File: src/rtl/div_ctrl_pkg.sv
// Shared widths, handshake levels and controller state encoding for the EX-stage
// divider requester.
package div_ctrl_pkg;

  localparam int unsigned RegBus       = 32;
  localparam int unsigned DoubleRegBus = 64;

  localparam logic [RegBus-1:0] ZeroWord = '0;

  localparam logic DivStart       = 1'b1;
  localparam logic DivStop        = 1'b0;
  localparam logic DivResultReady = 1'b1;

  typedef enum logic [1:0] {
    DivCtrlIdle  = 2'b00,
    DivCtrlBusy  = 2'b01,
    DivCtrlDone  = 2'b10,
    DivCtrlAbort = 2'b11
  } div_ctrl_state_e;

endpackage

File: src/rtl/div_ctrl.sv
// Requester side of the multi-cycle divider handshake: latches operands, holds the
// pipeline while the divider runs, and presents the result as a single HI/LO write.
module div_ctrl
  import div_ctrl_pkg::*;
(
  input  logic                    clk,
  input  logic                    rst,
  input  logic                    div_req_i,
  input  logic                    div_signed_i,
  input  logic [RegBus-1:0]       op1_i,
  input  logic [RegBus-1:0]       op2_i,
  input  logic                    flush_i,
  input  logic                    ex_stall_i,
  input  logic                    div_ready_i,
  input  logic [DoubleRegBus-1:0] div_result_i,
  output logic                    div_start_o,
  output logic                    div_annul_o,
  output logic                    div_signed_o,
  output logic [RegBus-1:0]       div_opdata1_o,
  output logic [RegBus-1:0]       div_opdata2_o,
  output logic                    stallreq_o,
  output logic                    whilo_o,
  output logic [RegBus-1:0]       hi_o,
  output logic [RegBus-1:0]       lo_o
);

  div_ctrl_state_e   state_q, state_d;
  logic [RegBus-1:0] op1_q, op2_q;
  logic              signed_q;
  logic [RegBus-1:0] hi_q, lo_q;
  logic              latch_ops;
  logic              capture;

  always_ff @(posedge clk or posedge rst) begin
    if (rst) begin
      state_q  <= DivCtrlIdle;
      op1_q    <= ZeroWord;
      op2_q    <= ZeroWord;
      signed_q <= 1'b0;
      hi_q     <= ZeroWord;
      lo_q     <= ZeroWord;
    end else begin
      state_q <= state_d;
      if (latch_ops) begin
        op1_q    <= op1_i;
        op2_q    <= op2_i;
        signed_q <= div_signed_i;
      end
      if (capture) begin
        hi_q <= div_result_i[DoubleRegBus-1:RegBus];
        lo_q <= div_result_i[RegBus-1:0];
      end
    end
  end

  always_comb begin
    state_d     = state_q;
    latch_ops   = 1'b0;
    capture     = 1'b0;
    div_start_o = DivStop;
    div_annul_o = 1'b0;
    stallreq_o  = 1'b0;
    whilo_o     = 1'b0;
    hi_o        = ZeroWord;
    lo_o        = ZeroWord;
    case (state_q)
      DivCtrlIdle: begin
        // Gated by rst so every output reads 0 while reset is asserted.
        stallreq_o = div_req_i & ~flush_i & ~rst;
        if (div_req_i && !flush_i) begin
          latch_ops = 1'b1;
          state_d   = DivCtrlBusy;
        end
      end
      DivCtrlBusy: begin
        stallreq_o = 1'b1;
        if (flush_i) begin
          // A ready arriving with the flush is dropped; the divider is annulled.
          div_annul_o = 1'b1;
          state_d     = DivCtrlAbort;
        end else begin
          div_start_o = DivStart;
          if (div_ready_i == DivResultReady) begin
            capture = 1'b1;
            state_d = DivCtrlDone;
          end
        end
      end
      DivCtrlDone: begin
        hi_o    = hi_q;
        lo_o    = lo_q;
        whilo_o = ~flush_i;
        if (!ex_stall_i || flush_i) begin
          state_d = DivCtrlIdle;
        end
      end
      DivCtrlAbort: begin
        // One quiet cycle lets a divider parked in its end state return to free.
        stallreq_o = div_req_i;
        state_d    = DivCtrlIdle;
      end
      default: begin
        state_d = DivCtrlIdle;
      end
    endcase
  end

  assign div_signed_o  = signed_q;
  assign div_opdata1_o = op1_q;
  assign div_opdata2_o = op2_q;

endmodule

File: config.mk
export PLATFORM = sky130hd
export DESIGN_NAME = div_ctrl
export DESIGN_NICKNAME = d
export VERILOG_FILES = /design/src/rtl/div_ctrl_pkg.sv /design/src/rtl/div_ctrl.sv
export SDC_FILE = /design/constraint.sdc
export NUM_CORES = 1
export LEC_CHECK = 0
export ABC_AREA = 1
export BUFFER_PORTS_ARGS = -buffer_cell sky130_fd_sc_hd__buf_2
export CAP_MARGIN = 20
export CORE_MARGIN = 3
export CORE_UTILIZATION = 50
export DETAILED_ROUTE_END_ITERATION = 6
export HOLD_SLACK_MARGIN = 0.02
export PLACE_DENSITY = 0.86
export SLEW_MARGIN = 20
export SYNTH_ARGS = -nofsm -noshare
export SYNTH_HDL_FRONTEND = slang
export SYNTH_SLANG_ARGS = --single-unit
export TNS_END_PERCENT = 20
File: constraint.sdc
create_clock -name clk -period 7.5 [get_ports clk]
set_input_delay 0.375 -clock clk [delete_from_list [all_inputs] [get_ports clk]]
set_output_delay 0.375 -clock clk [all_outputs]
set_load 0.03 [all_outputs]
==> impl_results.md <==
* Post-CTS Setup Bufs at 0
* Non-Filler Instances at 1117
* Clock-pin slew on the worst setup and hold paths at 0.05 ns
* # setup viols final at 0
* Highest Clock Rate at 353 MHz
* Die height at 114 um
* Netlist cell types at 14
* Die Span X at 114 um
* Post-synthesis sequential area ratio at 56.5%
* Clock skew at 0.00755 ns
* Mapped cell area at 5800 um^2
* Routability congestion estimate from global placement at 0.839
* Worst skew pair latency at 0.41 ns
* Rows at 38
* Clock network power share at 26.2%
* IO Pins at 268
* Power Internal at 2.01 mW
* Core footprint at 11100 um^2
* Fillers at 887
* Maximum VDD drop at 267 uV
* # hold bufs at CTS at 0
* CP Launch Type: flip-flop
* Synth top area cells: dfrtp_1, inv_1, o21ai_1, nand2_1, nor2_1
* Footprint of the multi-input gates at 1490 um^2
* Sequential group share of total power at 35.8%
* Port bufs at 267
* Initial Util at 52.4%
* Number of antenna violations at the first check in global routing at 1
* Vias in the first global route at 4565
* Die area at 12900 um^2
* Area leader, netlist: dfrtp_1
* Commonest non-fill, non-tap cell in the layout: buf_2
* Synth top area share at 56.5%
* Max clock buf depth at 2
* Max_cap viols at 0
* TritonCTS Buffers at 17
* Global-route wire length before repair at 21.7 mm
* Worst slew pin tran at 1.05 ns
* DP HPWL at 9.63 mm
* Pre-antenna DRT Iters at 5
* Leak at 4.77 nW
* Power Density at 439 nW/um^2
* H-tree depth at 4
* Post-synthesis register bit count at 131
* Fin crit period at 2.83 ns
* Crit path required time at 7.12 ns
* DR DRC count at 0
* Pins Over Slew Limit at 0
* CTS sink cnt at 131
* Cells after synthesis at 710
* Share of layout cells above drive strength 1 at 31.6%
* DRT antenna net count at 0
* Post-CTS Resized at 0
* Reg area at 3280 um^2
* Hold Path Class: primary input to async pin
* Synthesized Nets at 845
* CTS tree: built
* Crit. End Element: primary output
* Most frequent cells in the layout: buf_2, inv_1, nand2_1
* CP Data Arrival Time at 2.46 ns
* Combinational power share at 38.1%
* RSZ-0062 raised after global routing: no
* Average instance area after synthesis at 8.17 um^2
* Global-route total usage across every layer at 21.4%
* Setup CP Type: flip-flop to primary output
* GRT overflow at 0
* Ant diodes at 0
* Area grow syn2layout at 32.9%
* Largest net degree at the start of global routing at 129
* Crit Path Max Fanout at 65
* Final Hold Fails at 0
* Outcome: finished clean
* NetSw at 1.38 mW
* Inst Count DP at 1085
* Via Count at 4965
* Final Cycle Share at 37.8%
* Root buf cell: clkbuf_16
* Setup TNS at 0 ns
* YS warnings at 0
* Sw frac at 40.7%
* Nets at 1099
* Drt total wl at 13.6 mm
* Max_slew headroom at 30.3%
* Via density at 4.44
* Avg WL per Cell at 12.2 um
* DR iter-0 viols at 333
[synth_stat cells]
master / count
buf_2: 7
buf_4: 5
buf_6: 18
clkbuf_1: 5
dfrtp_1: 131
inv_1: 198
inv_2: 3
nand2_1: 136
nand3_2: 2
nand4_1: 1
nor2_1: 70
nor2_4: 1
o21ai_0: 4
o21ai_1: 129
[kinds of logic after synthesis]
| logic type | share of synthesized area [%] |
|---|---|
| simple gates | 14.0 |
| flops | 56.5 |
| buf+inv | 18.1 |
| compound gates | 11.5 |
[per-layer routing]
layer / part of all wire, % / track usage [%] / up-vias
li1: - / - / 2583
met1: 42 / 26.3 / 2191
met2: 50 / 35.4 / 164
met3: 6.2 / 6.31 / 25
met4: 2.2 / 8.73 / 2
met5: 0.096 / 0 / -
[sequential cells by signal, summed over array words and instances (netlist names)]
register	flops
div_opdata1_o	32
div_opdata2_o	32
div_signed_o	1
hi_q	32
lo_q	32
state_q	2
[layout make-up]
type	count	share of cell area, %
sequential	131	42.5
multi-input combinational	343	19.3
timing repair buffer	270	17.7
inverter	201	9.83
clock buffer	20	6.05
clock inverter	12	2.30
tap	140	2.27
[critical path, stage by stage, from the launching register on]
cell and delay, ns:
dfrtp_1 0.40, inv_1 0.08, nor2_1 0.19, clkinv_2 0.68
nor2_1 0.40, buf_2 0.26
[final timing paths]
check / slack [ns] / from / to / depth (start not counted)
max: 4.67 / state_q[1] / whilo_o / 5
min: 0.03 / rst / div_opdata1_o[0] / 2
max reg2reg: 5.65 / state_q[1] / div_opdata1_o[28] / 5
min reg2reg: 0.48 / div_opdata1_o[2] / div_opdata1_o[2] / 2
max in group asynchronous: 6.30 / rst / lo_q[25] / 3
min in group clk: 0.19 / div_result_i[21] / lo_q[21] / 3
[power groups by stage]
stage / Sequential, mW / Clock, mW / Combinational [mW]
final: 1.21 / 0.886 / 1.29
after global routing: 1.25 / 0.939 / 1.43
after CTS: 1.21 / 0.903 / 1.31
after detailed placement: 1.21 / 0 / 1.31
after global placement: 1.21 / 0 / 1.27
after floorplan: 1.52 / 0 / 0.634
[stage by stage]
stage	setup slack (ns)	power [mW]	util (%)	hold WS (ns)	area (um^2)
2_1_floorplan	3.63	2.16	-	0.459	5800
4_1_cts	4.83	3.42	69.6	0.0322	7700
6_report	4.67	3.39	69.6	0.0347	7710
3_3_place_gp	5.15	2.48	63.7	0.468	7060
5_1_grt	4.41	3.62	69.6	0.0714	7710
3_5_place_dp	5.15	2.52	63.7	0.471	7060
Power figures use the tool's default switching activity.
